==> src/rtl/kypd_pkg.sv <==
// kypd_pkg: shared types and constants for the 4x4 keypad scan reader.
//   - kypd_state_e : debounce FSM states
//   - scan_res_e   : classification of one full 16-key scan
//   - KEY_MAP      : hex code for each key, indexed by {col_idx, row_idx}
//   - key_lookup() : KEY_MAP accessor
package kypd_pkg;

  typedef enum logic [1:0] {
    IDLE,
    CONFIRM,
    PRESSED,
    RELEASE
  } kypd_state_e;

  typedef enum logic [1:0] {
    NONE,
    SINGLE,
    MULTI
  } scan_res_e;

  // Nibble k holds the code for key index k = {col, row}.
  // col0: 1 4 7 0 | col1: 2 5 8 F | col2: 3 6 9 E | col3: A B C D
  localparam logic [63:0] KEY_MAP = {
    4'hD, 4'hC, 4'hB, 4'hA,
    4'hE, 4'h9, 4'h6, 4'h3,
    4'hF, 4'h8, 4'h5, 4'h2,
    4'h0, 4'h7, 4'h4, 4'h1
  };

  function automatic logic [3:0] key_lookup(input logic [3:0] idx);
    return KEY_MAP[{idx, 2'b00} +: 4];
  endfunction

endpackage

==> src/rtl/kypd_scan_rdr_sync.sv <==
// sync_2ff: two-flop synchronizer for a bus of independent async inputs.
// Ports:
//   clock, reset : system clock, synchronous active-high reset
//   d            : asynchronous input bus
//   q            : synchronized output (2-cycle latency), RESET_VAL in reset
module sync_2ff #(
  parameter int               WIDTH     = 4,
  parameter logic [WIDTH-1:0] RESET_VAL = '0
) (
  input  logic             clock,
  input  logic             reset,
  input  logic [WIDTH-1:0] d,
  output logic [WIDTH-1:0] q
);

  logic [WIDTH-1:0] meta;
  logic [WIDTH-1:0] stab;

  always_ff @(posedge clock) begin
    if (reset) begin
      meta <= RESET_VAL;
      stab <= RESET_VAL;
    end else begin
      meta <= d;
      stab <= meta;
    end
  end

  assign q = stab;

endmodule

==> src/rtl/kypd_scan_rdr.sv <==
// kypd_scan_rdr: 4x4 matrix keypad scanner with scan-level debounce.
// Ports:
//   clock, reset : system clock, synchronous active-high reset
//   row          : keypad rows, async, pulled up, low = pressed
//   col          : column drive, one-hot-low
//   key_code     : hex code of the last accepted key
//   key_valid    : one-cycle strobe per accepted press
//   key_held     : high while the accepted key is considered down
//   digit        : {enable, key_code, dp} for a display-driver digit input
module kypd_scan_rdr
  import kypd_pkg::*;
#(
  parameter int SCAN_TICKS     = 100_000,
  parameter int DEBOUNCE_SCANS = 4
) (
  input  logic       clock,
  input  logic       reset,
  input  logic [3:0] row,
  output logic [3:0] col,
  output logic [3:0] key_code,
  output logic       key_valid,
  output logic       key_held,
  output logic [5:0] digit
);

  localparam int              TW        = $clog2(SCAN_TICKS);
  localparam int              NW        = $clog2(DEBOUNCE_SCANS + 1);
  localparam logic [TW-1:0]   TICK_LAST = TW'(SCAN_TICKS - 1);
  localparam logic [NW-1:0]   N_DONE    = NW'(DEBOUNCE_SCANS);

  logic [3:0]    rs;
  logic [TW-1:0] tick;
  logic [1:0]    col_idx;
  logic [11:0]   samp_lo;   // captured rows of columns 0..2
  logic          tick_last;
  logic          eos;

  sync_2ff #(.WIDTH(4), .RESET_VAL(4'b1111)) u_row_sync (
    .clock (clock),
    .reset (reset),
    .d     (row),
    .q     (rs)
  );

  assign tick_last = (tick == TICK_LAST);
  assign eos       = tick_last && (col_idx == 2'd3);
  assign col       = ~(4'b0001 << col_idx);

  // Column 3 is never stored: the end-of-scan decision uses its live sample.
  always_ff @(posedge clock) begin
    if (reset) begin
      tick    <= '0;
      col_idx <= 2'd0;
      samp_lo <= '1;
    end else if (tick_last) begin
      tick    <= '0;
      col_idx <= col_idx + 2'd1;
      case (col_idx)
        2'd0:    samp_lo[3:0]  <= rs;
        2'd1:    samp_lo[7:4]  <= rs;
        2'd2:    samp_lo[11:8] <= rs;
        default: ;
      endcase
    end else begin
      tick <= tick + TW'(1);
    end
  end

  // Scan classification over all 16 keys, bit index = {col, row}.
  logic [15:0] low_bits;
  logic [4:0]  low_cnt;
  logic [3:0]  hit_idx;
  logic [3:0]  hit_code;
  scan_res_e   res;

  assign low_bits = ~{rs, samp_lo};

  always_comb begin
    low_cnt = '0;
    hit_idx = '0;
    for (int i = 0; i < 16; i++) begin
      if (low_bits[i]) begin
        low_cnt = low_cnt + 5'd1;
        hit_idx = 4'(i);
      end
    end
    if (low_cnt == 5'd0)      res = NONE;
    else if (low_cnt == 5'd1) res = SINGLE;
    else                      res = MULTI;
  end

  assign hit_code = key_lookup(hit_idx);

  // Debounce FSM
  // state   | meaning
  // IDLE    | no key accepted, waiting for a lone key
  // CONFIRM | same lone key seen n consecutive scans
  // PRESSED | key accepted and still down
  // RELEASE | key-free (or multi) scans counted toward release
  kypd_state_e    state, state_nxt;
  logic [3:0]     cand, cand_nxt;
  logic [NW-1:0]  n, n_nxt;
  logic [3:0]     code_nxt;
  logic           valid_nxt, held_nxt;
  logic [5:0]     digit_nxt;
  logic           accept;
  logic [3:0]     acc_code;

  always_ff @(posedge clock) begin
    if (reset) begin
      state     <= IDLE;
      cand      <= '0;
      n         <= '0;
      key_code  <= '0;
      key_valid <= 1'b0;
      key_held  <= 1'b0;
      digit     <= '0;
    end else begin
      state     <= state_nxt;
      cand      <= cand_nxt;
      n         <= n_nxt;
      key_code  <= code_nxt;
      key_valid <= valid_nxt;
      key_held  <= held_nxt;
      digit     <= digit_nxt;
    end
  end

  always_comb begin
    state_nxt = state;
    cand_nxt  = cand;
    n_nxt     = n;
    code_nxt  = key_code;
    valid_nxt = 1'b0;
    held_nxt  = key_held;
    digit_nxt = digit;
    accept    = 1'b0;
    acc_code  = cand;

    if (eos) begin
      case (state)
        IDLE: begin
          if (res == SINGLE) begin
            cand_nxt = hit_code;
            n_nxt    = NW'(1);
            if (DEBOUNCE_SCANS == 1) begin
              accept   = 1'b1;
              acc_code = hit_code;
            end else begin
              state_nxt = CONFIRM;
            end
          end
        end
        CONFIRM: begin
          if (res == SINGLE && hit_code == cand) begin
            if ((n + NW'(1)) == N_DONE) accept = 1'b1;
            else                        n_nxt  = n + NW'(1);
          end else begin
            state_nxt = IDLE;
            n_nxt     = '0;
          end
        end
        PRESSED: begin
          // Any lone key keeps the press alive; a new key needs a release first.
          if (res != SINGLE) begin
            if (DEBOUNCE_SCANS == 1) begin
              state_nxt = IDLE;
              held_nxt  = 1'b0;
              n_nxt     = '0;
            end else begin
              state_nxt = RELEASE;
              n_nxt     = NW'(1);
            end
          end
        end
        RELEASE: begin
          if (res != SINGLE) begin
            if ((n + NW'(1)) == N_DONE) begin
              state_nxt = IDLE;
              held_nxt  = 1'b0;
              n_nxt     = '0;
            end else begin
              n_nxt = n + NW'(1);
            end
          end else begin
            state_nxt = PRESSED;
            n_nxt     = '0;
          end
        end
        default: begin
          state_nxt = IDLE;
          n_nxt     = '0;
        end
      endcase
    end

    if (accept) begin
      state_nxt = PRESSED;
      n_nxt     = '0;
      code_nxt  = acc_code;
      valid_nxt = 1'b1;
      held_nxt  = 1'b1;
      digit_nxt = {1'b1, acc_code, 1'b0};
    end
  end

endmodule

==> config.mk <==
export PLATFORM = sky130hd
export DESIGN_NAME = kypd_scan_rdr
export DESIGN_NICKNAME = d
export VERILOG_FILES = /design/src/rtl/kypd_pkg.sv /design/src/rtl/kypd_scan_rdr_sync.sv /design/src/rtl/kypd_scan_rdr.sv
export SDC_FILE = /design/constraint.sdc
export NUM_CORES = 1
export LEC_CHECK = 0
export ABC_AREA = 1
export CORE_MARGIN = 2
export CORE_UTILIZATION = 65
export DETAILED_ROUTE_END_ITERATION = 16
export PLACE_DENSITY = 0.93
export RECOVER_POWER = 25
export SKIP_CTS_REPAIR_TIMING = 1
export SYNTH_ARGS = -nofsm -noshare
export SYNTH_HDL_FRONTEND = slang
export SYNTH_SLANG_ARGS = --single-unit
==> constraint.sdc <==
create_clock -name clock -period 11.63 [get_ports clock]
set_input_delay 1.7445 -clock clock [delete_from_list [all_inputs] [get_ports clock]]
set_output_delay 1.7445 -clock clock [all_outputs]
set_load 0.05 [all_outputs]
# After elaboration in Yosys (flattened, before gate mapping)
# Cells that the tools add are included.
# word_totals
memories	0
latchBits	0
mem_bits_ro	0
ramBits	0
elab_cells	135
register_bits	59
# classes
eq_ne	21
mul	0
n_reduce_logical	19
muxes	58
n_div	0
bitwise	2
addsub	18
order_cmp	0
n_shift	2
# op_table
cell	n
5-bit by 1-bit adder with 5-bit output, second input constant	15
5-bit two-way mux	15
64-bit by 7-bit variable part select with 4-bit output, first input constant	1
4-bit two-way mux	14
2-bit two-way mux	9
3-bit two-way mux	6
17-bit by 1-bit adder with 17-bit output, second input constant	1
17-bit equality test, second input constant	1
16-bit NOT	1
3-bit != test, second input constant	5
1-bit two-way mux	12
3-bit one-hot mux with 4 select lines	1
5-bit AND reduction	2
2-bit equality test, second input constant	4
2-bit one-hot mux with 4 select lines	1
4-bit AND reduction	2
2-bit nonzero test	4
2-bit by 1-bit equality test with 1-bit output, second input constant	3
2-bit != test, second input constant	3
2-bit AND reduction	3
5-bit by 1-bit equality test with 1-bit output, second input constant	1
5-bit zero test	1
4-bit equality test	1
2-bit zero test	2
other kinds (10)	12

# Depth between registers and ports, before layout
# Gate-level depths: netlist (run 1).
# logic_depth
ltp_word	42
depth_mapped	57
ltp_nobuf	57

# By module
# From an unflattened synthesis (run 1), not the netlist that was laid out.
# hier_totals
hier_cells	680
hier_area_um2	4280.4
# by_module_without_submodules
mod	area_per_inst_um2	cells_each	seq_area_each_um2	n_inst
kypd_scan_rdr	4056.4	655	940.9	1
sync_2ff	224.0	25	160.2	1

# Worst setup path before layout (run 1)
# Ideal clock, no wire load.
# synth_path
path_kind	register to register
from	reg samp_lo[1]
to	reg state[0]
slack_ns	4.324
stages_incl_launch_ff	58
synth_period_minus_slack_ns	7.306
t_arrival_ns	7.192
required_ns	11.516
setup_time_ns	0.114
cell_sequence	dfxtp_1 > inv_1 > ha_1 > inv_1 > nand2_2 > nand2_2 > ha_1 > nand2_1 > nand2_1 > ha_1 > nand2_1 > nand2_1 > ha_1 > nand2_1 > nand2_2 > ha_1 > nand2_1 > nand2_2 > (+22 left out) > ha_1 > nand2_1 > nand2_1 > ha_1 > nand2_1 > inv_1 > nand2_1 > nand2_1 > inv_1 > nand3_2 > nor2_4 > nand2_4 > nand2_2 > nand3_2 > nor2_2 > nand2_1 > nand2_1 > nor2_2
# synth_between
elab_chain_len	39
# synth_lines
item	line_no	rtl
start, declared	kypd_scan_rdr.sv:34	logic [11:0] samp_lo;
start signal, assigned	kypd_scan_rdr.sv:59	2'd0: samp_lo[3:0] <= rs;
16-bit NOT (*)	kypd_scan_rdr.sv:76	assign low_bits = ~{rs, samp_lo};
5-bit two-way mux	kypd_scan_rdr.sv:82	if (low_bits[i]) begin
5-bit by 1-bit adder with 5-bit output	kypd_scan_rdr.sv:83	low_cnt = low_cnt + 5'd1;
5-bit two-way mux	kypd_scan_rdr.sv:82	
5-bit by 1-bit adder with 5-bit output	kypd_scan_rdr.sv:83	
5-bit two-way mux	kypd_scan_rdr.sv:82	
5-bit by 1-bit adder with 5-bit output	kypd_scan_rdr.sv:83	
5-bit two-way mux	kypd_scan_rdr.sv:82	
(+23 left out)	n/a	
2-bit two-way mux	kypd_scan_rdr.sv:88	else if (low_cnt == 5'd1) res = SINGLE;
2-bit two-way mux	kypd_scan_rdr.sv:87	if (low_cnt == 5'd0) res = NONE;
2-bit by 1-bit equality test with 1-bit output	kypd_scan_rdr.sv:143, kypd_scan_rdr.sv:155	
1-bit logical AND	kypd_scan_rdr.sv:155	if (res == SINGLE && hit_code == cand) begin
1-bit two-way mux	kypd_scan_rdr.sv:155	
1-bit two-way mux	kypd_scan_rdr.sv:141	case (state)
1-bit two-way mux	kypd_scan_rdr.sv:140	if (eos) begin
2-bit OR reduction (no source line)	n/a	
end signal, assigned	kypd_scan_rdr.sv:119	state <= state_nxt;
end, declared	kypd_scan_rdr.sv:100	kypd_state_e state, state_nxt;
# Mark *: on every way between the ends. The rest lies on a longest branch, timed or not.
# A chain may end at the register's enable or synchronous reset.

# Worst setup path after layout (run 1)
# Ends and elaborated chain as after synthesis.

==> summary.md, run 1 <==
| Metric | Value |
|---|---|
| First-pass GRT wire length | 15600 um |
| Routed Antenna Nets | 0 |
| Fin. max-slew vios | 0 |
| Setup TNS | 0 ns |
| CP startpoint kind | flop |
| Clk pin slew, worst setup/hold paths | 0.10 ns |
| Starting DRC count in detailed routing | 180 |
| Net count after synthesis | 710 |
| Number of filler cells placed in the layout | 491 |
| Total power | 0.349 mW |
| Number of remaining DRC errors | 0 |
| Area after detailed placement | 4530 um^2 |
| Minimum clock period | 7.99 ns |
| CP most frequent cell | nand2_1 |
| Endpoint type of the worst setup path | flop |
| Simple logic cell fraction of the synthesized area | 44.2% |
| Area taken by flip-flops and latches | 1100 um^2 |
| Top layer reached by signal wires | met4 |
| Post-route non-filler standard cell count | 771 |
| Total length of routed wires | 8810 um |
| Max clock buf depth | 2 |
| Maxcap violations | 0 |
| Asr flop ratio synth | 0% |
| Critical Path Slowest Stage Cell | dfxtp_1 |
| Layout-stage area growth over the synthesis result | 7.32% |
| Most common cell after layout, fill and taps aside | nand2_1 |
| Area enclosed by the die boundary | 7320 um^2 |
| Number of synthesized register bits | 55 |
| TritonCTS clock tree | built |
| DR WL met3 | 262 um |
| Leading register cell type out of synthesis | dfxtp_1 |
| Area share of xor/xnor cells in the synthesized design | 1.01% |
| Multi-input combinational cell area | 2670 um^2 |
| Pin count of the biggest net entering global routing | 24 |
| Cell Int Power | 0.265 mW |
| Power density relative to cell area | 75.3 nW/um^2 |
| Max IR drop VDD | 185 uV |
| Dominant combinational cell family by area after synthesis | simple AND/OR/NAND/NOR gates |
| CP arrival | 8.20 ns |
| Hold/Removal Path Class | reg -> reg |
| Compound-cell area share of the yosys netlist | 9.14% |
| Sum of overflow across all layers after global routing | 0 |
| Clock group share of total power | 36.6% |
| Via total after detailed routing | 4108 |
| Gate family responsible for the most delay along the worst path | adder cells |
| CTS Buf Count | 5 |
| Worst stage delay on the critical path | 0.38 ns |
| Global-route total usage across every layer | 25.3% |
| Drt pass-1 iters | 5 |
| Hold Fails Final Rpt | 0 |
| Number of I/O pins | 22 |
| Per-cell routed wire length | 11.4 um |
| Netlist cell types | 41 |
| Clock Sinks | 55 |
| Die extent in x | 85.6 um |
| Met2 wire len | 4540 um |
| Fin util | 72.7% |
| Fraction of final layout cells with drive strength greater than 1 | 12.5% |
| Number of vias per cell after detailed routing | 5.33 |
| Via count of the first global-routing pass | 3907 |
| Slew margin rel. | 48.4% |
| Maximum operating frequency | 125 MHz |
| Unrepaired setup endpoints after global routing | no |
| Crit-path max FO | 5 |
| Yosys synthesis warning count | 0 |
| Sequential cell area fraction in the yosys report | 25.5% |
| Worst-margin pin slew | 0.773 ns |
| HPWL Detailed | 6820 um |
| Crit share post-route | 68.7% |
| Portion of total power attributed to sequential cells | 54.9% |
| Mux cell area share after synthesis | 0% |
| Combinational fraction of design power | 8.5% |
| Count of final setup violators | 0 |
| Commonest cells after routing, fill and taps aside | 184 x nand2_1, 116 x inv_1, 59 x nand3_1 |
| Sw Share | 24.1% |
| Result of the run | completed |
| Category of the most critical setup path | reg -> reg |
| Skew-Pair Late Insertion Delay | 0.31 ns |
| Port buffer count | 20 |
| Row cnt | 29 |
| Leakage Power | 2.61 nW |
| Max H-tree Level | 2 |
| Number of buffers and inverters on the critical path | 5 |
| Required arrival time at the worst endpoint | 11.84 ns |
| Power dissipated by switching net loads | 0.0841 mW |
| Die outline height | 85.6 um |
| Met1 wire length | 3860 um |
| Clock root buffer | clkbuf_8 |
| Routability Congestion | 0.839 |
| Diode insertion count for antenna repair | 0 |
| Final std cell area, no fill | 4640 um^2 |
| Placed Instances | 763 |
| Final clock skew | 0.00752 ns |
| Std-Cell Core Area | 6390 um^2 |
| Number of antenna violations at the first check in global routing | 0 |
| Synthesized cell area | 4320 um^2 |
| Mapped Avg Cell Area | 6.37 um^2 |
| Nets@finish | 724 |
| Initial core utilization | 67.7% |
| Instance count of the mapped netlist | 679 |
| Adder-cell area share of the yosys netlist | 7.23% |
| Number of synthesized flops with an enable pin | 0 |
## cell type report
type	instances	area share (%)
Inverter	122	9.98
Clock buffer	6	1.56
Clock inverter	2	0.836
Timing Repair Buffer	20	4.31
Multi-Input combinational cell	489	57.5
Sequential cell	55	23.7
Tap cell	77	2.08
## through the flow
step | hold WS [ns] | worst slack, ns
final | 0.418 | 3.64
after global routing | 0.439 | 3.03
after CTS | 0.417 | 3.64
after detailed placement | 0.400 | 3.72
after global placement | 0.397 | 4.11
after floorplan | 0.389 | 4.32
## state kept, by name, indices dropped and copies added, names as in the netlist
name             count
u_row_sync.meta      4
key_code             3
key_held             1
u_row_sync.q         4
col_idx              2
acc_code             4
n                    3
state                2
digit                2
key_valid            1
tick                17
samp_lo             12
## final timing paths
| path | from | to | slack (ns) | cells after the start |
|---|---|---|---|---|
| max reg2reg | samp_lo[1] | state[0] | 3.64 | 57 |
| min reg2reg | u_row_sync.meta[1] | u_row_sync.q[1] | 0.42 | 1 |
| max | samp_lo[1] | state[0] | 3.64 | 57 |
| min | u_row_sync.meta[1] | u_row_sync.q[1] | 0.42 | 1 |
## cells by family after synthesis
family | count (synthesis)
simple gates | 393
buf+inv | 135
compound gates | 65
flops | 55
fa+ha+maj | 25
xor+xnor | 5
other cells | 1
## synth_stat cells, types with 4 or more instances
cell type | count | area share [%]
nor3_1 | 12 | 1.4
nand2_2 | 35 | 5.1
nand4_1 | 6 | 0.87
nor2_2 | 4 | 0.58
o21ai_0 | 11 | 1.3
nand3b_1 | 4 | 0.69
inv_2 | 4 | 0.35
nand3_2 | 13 | 3.0
a21boi_0 | 4 | 0.69
nor3b_1 | 6 | 1.0
buf_4 | 6 | 1.0
dfxtp_1 | 55 | 25
nand3_1 | 59 | 6.8
a21oi_1 | 19 | 2.2
o21ai_1 | 8 | 0.93
ha_1 | 25 | 7.2
or2_2 | 13 | 1.9
nand2_1 | 184 | 16
nor2_1 | 49 | 4.3
xor2_1 | 5 | 1.0
o211ai_1 | 15 | 2.6
inv_1 | 116 | 10
## power groups by stage
stage	combinational (mW)	clock [mW]	sequential (mW)
floorplan	0.0231	0	0.196
global placement	0.0269	0	0.196
detailed placement	0.0287	0	0.196
CTS	0.0294	0.129	0.192
global route	0.0334	0.136	0.192
finish	0.0295	0.128	0.192
## layer usage
layer,GRT usage (%),vias up
met3,3.27,17
met5,0,-
met2,49.3,82
met4,7.79,0
met1,28.2,1832
li1,-,2177
Note: power is estimated with default switching activity, not from simulation.
==> run 2: changes to the inputs <==
- CORE_UTILIZATION: 65 -> 55
- PLACE_DENSITY: 0.93 -> 0.85
- clock period: 11.63 -> 7.32 ns (I/O delays scaled with it)
==> run 2 against run 1 <==
Compared with the run above: maximum frequency grew 12%; register-to-register slack lost 3.4 ns; non-clock buffer count grew 21.
==> summary.md, run 2 (synthesis results as in run 1) <==
| Metric | Value |
|---|---|
| Result of the run | completed |
| Combinational fraction of design power | 10.1% |
| Total length of routed wires | 9780 um |
| Portion of total power attributed to sequential cells | 58.7% |
| Setup TNS | 0 ns |
| Worst R2R Setup Slack | 0.22 ns |
| Drt pass-1 iters | 5 |
| Slew margin rel. | 48.4% |
| Routed Antenna Nets | 0 |
| Port buffer count | 20 |
| Final std cell area, no fill | 5090 um^2 |
| Initial core utilization | 56.2% |
| CP arrival | 7.31 ns |
| Per-cell routed wire length | 12.0 um |
| First-pass GRT wire length | 15800 um |
| Crit-path max FO | 8 |
| Startpoint of the worst register-to-register path | samp_lo[0] |
| CP startpoint kind | flop |
| Number of cells on the worst hold path | 1 |
| Final clock skew | 0.00728 ns |
| Count of cells along the worst register-to-register path | 57 |
| Max H-tree Level | 2 |
| Power dissipated by switching net loads | 0.132 mW |
| Start point of the worst min-delay path | u_row_sync.meta[3] |
| Area after detailed placement | 4680 um^2 |
| Worst-case setup margin in the final layout | 0.216 ns |
| Via total after detailed routing | 4284 |
| Sw Share | 25.4% |
| Max IR drop VDD | 166 uV |
| Count of final setup violators | 0 |
| Layout-stage area growth over the synthesis result | 17.7% |
| Starting DRC count in detailed routing | 193 |
| Total power | 0.520 mW |
| Number of antenna violations at the first check in global routing | 0 |
| Nets@finish | 745 |
| Die outline height | 92.7 um |
| Layer carrying the most global-route usage | met2 |
| Number of flip-flops in the largest register | 17 |
| Sum of overflow across all layers after global routing | 0 |
| Routability Congestion | 0.924 |
| Diode insertion count for antenna repair | 0 |
| Endpoint type of the worst setup path | flop |
| Hold/Removal Path Class | reg -> reg |
| Leakage Power | 2.75 nW |
| Max clock buf depth | 2 |
| Global-route total usage across every layer | 21.6% |
| HPWL Detailed | 7060 um |
| Clk pin slew, worst setup/hold paths | 0.09 ns |
| Worst hold margin | 0.415 ns |
| Register ranked first by flip-flop count | tick |
| Worst stage delay on the critical path | 0.34 ns |
| Maxcap violations | 0 |
| Fin. max-slew vios | 0 |
| Row cnt | 32 |
| Maximum operating frequency | 141 MHz |
| Number of I/O pins | 22 |
| M1 GR Usage | 23.9% |
| Clock group share of total power | 31.2% |
| Number of vias per cell after detailed routing | 5.24 |
| Met3 Usage GRT | 3.09% |
| Critical Path Slowest Stage Cell | dfxtp_2 |
| Die extent in x | 92.7 um |
| Registers with the highest flip-flop counts | tick x17, samp_lo x12 |
| Pin count of the biggest net entering global routing | 24 |
| Category of the most critical setup path | reg -> reg |
| Clock root buffer | clkbuf_8 |
| Fraction of final layout cells with drive strength greater than 1 | 20.1% |
| Required arrival time at the worst endpoint | 7.53 ns |
| Worst setup slack before clock tree synthesis | -0.439 ns |
| Hold Fails Final Rpt | 0 |
| Area enclosed by the die boundary | 8590 um^2 |
| Minimum clock period | 7.10 ns |
| Most common cell after layout, fill and taps aside | nand2_1 |
| Std-Cell Core Area | 7690 um^2 |
| Power density relative to cell area | 102 nW/um^2 |
| Met2 usage in global routing | 41.4% |
| Clock Sinks | 55 |
| Reg2reg end | digit[4] |
| Crit share post-route | 97.0% |
| CTS Buf Count | 5 |
| Via count of the first global-routing pass | 3982 |
| Commonest cells after routing, fill and taps aside | 168 x nand2_1, 114 x inv_1, 57 x nand3_1 |
| Worst-margin pin slew | 0.774 ns |
| Endpoint of the worst hold-timing path | u_row_sync.q[3] |
| Skew-Pair Late Insertion Delay | 0.31 ns |
| TritonCTS clock tree | built |
| Number of remaining DRC errors | 0 |
| Cell Int Power | 0.388 mW |
[run 2: cell types whose count changed in the layout (fill, tap and decap cells not counted), sizes merged]
cell      before  now
clkinv         1    2
buf            0   21
clkinvlp       0    1
inv          122  121
bufinv         1    0
[run 2: worst max-delay path by stage]
stage | from | endpoint | slack [ns]
2_1_floorplan | samp_lo[1] | state[0] | 0.01
4_1_cts | samp_lo[0] | state[0] | -0.49
3_3_place_gp | samp_lo[0] | state[0] | -0.04
3_5_place_dp | samp_lo[0] | state[0] | -0.44
6_report | samp_lo[0] | digit[4] | 0.22
5_1_grt | samp_lo[0] | key_code[1] | -0.20
[run 2: final cells by class]
| cell class | count | area [um^2] |
|---|---|---|
| inverters | 122 | 465 |
| clock buffers | 6 | 72.6 |
| multi-input cells | 489 | 2950 |
| fillers | 628 | 2600 |
| flip-flops and latches | 55 | 1100 |
| clock inverters | 2 | 12.5 |
| repair buffers | 41 | 358 |
| well taps | 102 | 128 |
[run 2: power by group through the flow]
stage                     combinational [mW]  sequential, mW  clock (mW)
after floorplan                       0.0367           0.311           0
after global placement                0.0431           0.312           0
after detailed placement              0.0458           0.312           0
after CTS                             0.0462           0.305       0.167
after global routing                  0.0579           0.306       0.177
final                                 0.0526           0.305       0.162
[run 2: metal layers]
layer / vias to the layer above / part of all wire [%]
met5: - / 0
met4: 0 / 2.0
met3: 23 / 3.3
met2: 99 / 52
met1: 1951 / 43
li1: 2211 / -
[run 2: worst max-delay path, delay by kind of cell, from the launching register on]
family                     cells  cell delay (ns)
buffers and inverters          7             0.44
and+or+nand+nor               35             2.85
AOI/OAI and AO/OA              1             0.05
DFF                            1             0.34
adders and majority gates     14             3.30
[run 2: through the flow]
step                      cells  utilization, %
after floorplan             679               -
after global placement      804            60.9
after detailed placement    804            60.9
after CTS                   812            62.0
after global routing        817            66.2
final                       817            66.2
==> run 3: changes to the inputs <==
- SYNTH_HIERARCHICAL: default -> 1
==> run 3 against run 2 <==
Compared with the run above: the run now ends with negative setup slack left; global-route usage increased by 1.3 points; clock skew decreased by 0.0032 ns; total power is 1.1% higher; via count rose by 3.9%; maximum frequency decreased by 13%; sequential cell count unchanged; cell area up 5.2%; area after synthesis decreased by 1.0%; highest routed layer unchanged.
==> summary.md, run 3 <==
| Metric | Value |
|---|---|
| CP arrival | 8.36 ns |
| First-pass GRT wire length | 16500 um |
| Number of remaining DRC errors | 0 |
| Asr flop ratio synth | 0% |
| Max clock buf depth | 2 |
| Power dissipated by switching net loads | 0.138 mW |
| Most instantiated library cell after synthesis | nand2_1 |
| Synthesized cell area | 4280 um^2 |
| Worst hold margin | 0.422 ns |
| Number of synthesized register bits | 55 |
| Leading post-synthesis cells by cell area | dfxtp_1 26%, nand2_1 16%, inv_1 10%, ha_1 7.3%, nand2_2 5.4% |
| Drt pass-1 iters | 5 |
| Yosys synthesis warning count | 6 |
| Multi-input combinational cell area | 3000 um^2 |
| Yosys top cell area share | 25.7% |
| Die outline height | 92.2 um |
| Commonest cells in the synthesized netlist | 178 x nand2_1, 118 x inv_1, 59 x nor2_1, 55 x dfxtp_1, 46 x nand3_1 |
| Most common cell after layout, fill and taps aside | nand2_1 |
| Clock root buffer | clkbuf_8 |
| Worst stage delay on the critical path | 0.34 ns |
| Pin count of the biggest net entering global routing | 24 |
| Worst-case setup margin in the final layout | -0.847 ns |
| Placed Instances | 826 |
| Worst setup path startpoint | samp_lo[0] |
| Unrepaired setup endpoints after global routing | yes |
| Clk pin slew, worst setup/hold paths | 0.09 ns |
| CP most frequent cell | ha_4 |
| Hold Fails Final Rpt | 0 |
| Portion of total power attributed to sequential cells | 58.1% |
| Row cnt | 32 |
| Number of synthesized flops with an enable pin | 0 |
| Category of the most critical setup path | reg -> reg |
| Number of I/O pins | 22 |
| Via count of the first global-routing pass | 4187 |
| Registers with the highest flip-flop counts | tick x17, samp_lo x12 |
| Layout-stage area growth over the synthesis result | 25.1% |
| CTS Buf Count | 5 |
| Total length of routed wires | 10700 um |
| Required arrival time at the worst endpoint | 7.52 ns |
| Area taken by flip-flops and latches | 1100 um^2 |
| Leakage Power | 2.83 nW |
| Diode insertion count for antenna repair | 0 |
| Sw Share | 26.2% |
| Std-Cell Core Area | 7650 um^2 |
| Slew margin rel. | 44.2% |
| Register ranked first by flip-flop count | tick |
| Hold/Removal Path Class | reg -> reg |
| CP startpoint kind | flop |
| Area enclosed by the die boundary | 8500 um^2 |
| TritonCTS clock tree | built |
| Fraction of final layout cells with drive strength greater than 1 | 26.3% |
| Cell type contributing the most total cell area after synthesis | dfxtp_1 |
| Number of vias per cell after detailed routing | 5.29 |
| Die extent in x | 92.2 um |
| Number of antenna violations at the first check in global routing | 0 |
| Clock group share of total power | 30.2% |
| Global-route total usage across every layer | 22.8% |
| Crit-path max FO | 5 |
| Maxcap violations | 0 |
| Critical Path Slowest Stage Cell | dfxtp_2 |
| Starting DRC count in detailed routing | 159 |
| Sum of overflow across all layers after global routing | 0 |
| Skew-Pair Late Insertion Delay | 0.31 ns |
| Commonest cells after routing, fill and taps aside | 153 x nand2_1, 110 x inv_1, 56 x nor2_1 |
| Routed Antenna Nets | 0 |
| Combinational fraction of design power | 11.7% |
| Max H-tree Level | 2 |
| Port buffer count | 20 |
| Worst-margin pin slew | 0.836 ns |
| Number of filler cells placed in the layout | 605 |
| Per-cell routed wire length | 12.7 um |
| Fin. max-slew vios | 0 |
| Violations in the final reports | negative setup slack |
| Startpoint of the worst register-to-register path | samp_lo[0] |
| Endpoint type of the worst setup path | flop |
| Cell Int Power | 0.388 mW |
| Minimum clock period | 8.17 ns |
| Worst R2R Setup Slack | -0.85 ns |
| Via total after detailed routing | 4451 |
| HPWL Detailed | 7450 um |
| Result of the run | finished with violations |
| Start point of the worst min-delay path | u_row_sync/meta[3] |
| Instance count of the mapped netlist | 680 |
| Post-route non-filler standard cell count | 841 |
| Crit share post-route | 112% |
| Maximum operating frequency | 122 MHz |
| Initial core utilization | 56.0% |
| Count of final setup violators | 16 |
| Netlist cell types | 45 |
| Nets@finish | 771 |
| Power density relative to cell area | 98.2 nW/um^2 |
| Leading register cell type out of synthesis | dfxtp_1 |
| Net count after synthesis | 711 |
| Number of flip-flops in the largest register | 17 |
| Clock Sinks | 55 |
| Sequential cell area fraction in the yosys report | 25.7% |
| Max IR drop VDD | 167 uV |
| Mapped Avg Cell Area | 6.29 um^2 |
| Routability Congestion | 0.853 |
| Final clock skew | 0.00403 ns |
-- run 3: changes by cell type after synthesis, moves of 3 or more --
cell,previous run,this run
nor2_2,4,1
nand3_1,59,46
a21oi_1,19,22
a21boi_0,4,0
nand3_2,13,16
inv_2,4,11
nor2_1,49,59
nand2_1,184,178
clkbuf_1,3,6
or2_2,13,9
-- run 3: logic make-up after synthesis --
group	synth area share (%)
buffers and inverters	13.1
and+or+nand+nor	43.1
xor gates and xnor gates	0.818
DFF	25.7
adders and majority gates	7.31
other	0.0876
AOI/OAI and AO/OA	9.85
-- run 3: final timing paths --
kind / end / cells past startpoint
worst min register to register: u_row_sync/q[3] / 2
worst min-delay path: u_row_sync/q[3] / 2
worst max-delay path: state[1] / 59
worst max register to register: state[1] / 59
-- run 3: stage by stage --
stage,total power [mW],cell area (um^2),setup TNS (ns),util [%],setup slack [ns]
5_1_grt,0.545,5360,-17.15,70.0,-1.13
6_report,0.526,5360,-12.79,70.0,-0.847
3_3_place_gp,0.357,4910,-10.17,64.2,-0.720
3_5_place_dp,0.361,4910,-16.29,64.2,-1.11
4_1_cts,0.517,4990,-16.97,65.2,-1.15
2_1_floorplan,0.348,4380,-8.95,-,-0.660
-- run 3: power by group through the flow --
stage | logic, mW | registers [mW] | clock network (mW)
floorplan | 0.0369 | 0.311 | 0
global placement | 0.0456 | 0.312 | 0
detailed placement | 0.0492 | 0.312 | 0
CTS | 0.0498 | 0.305 | 0.162
global route | 0.0675 | 0.306 | 0.172
finish | 0.0617 | 0.305 | 0.159
-- run 3: cell type report --
| type | count | share of cell area [%] |
|---|---|---|
| Inverter | 129 | 9.28 |
| Clock buffer | 5 | 1.29 |
| Timing Repair Buffer | 66 | 10.3 |
| Multi-Input combinational cell | 483 | 56.0 |
| Tap cell | 102 | 2.38 |
| Clock inverter | 1 | 0.140 |
| Sequential cell | 55 | 20.6 |
-- run 3: metal layers --
metal	up-vias	global-route usage, %	share of wire (%)
met1	2031	24.6	41
met3	27	3.12	3.3
li1	2271	-	-
met5	-	0	0
met2	122	44.7	53
met4	0	8.58	2.3
-- run 3: critical path, delay by kind of cell, from the launching register on --
family	cells	cell delay, ns
simple gates	32	3.59
fa+ha+maj	14	3.34
buf+inv	10	0.45
flops	1	0.34
compound gates	3	0.32
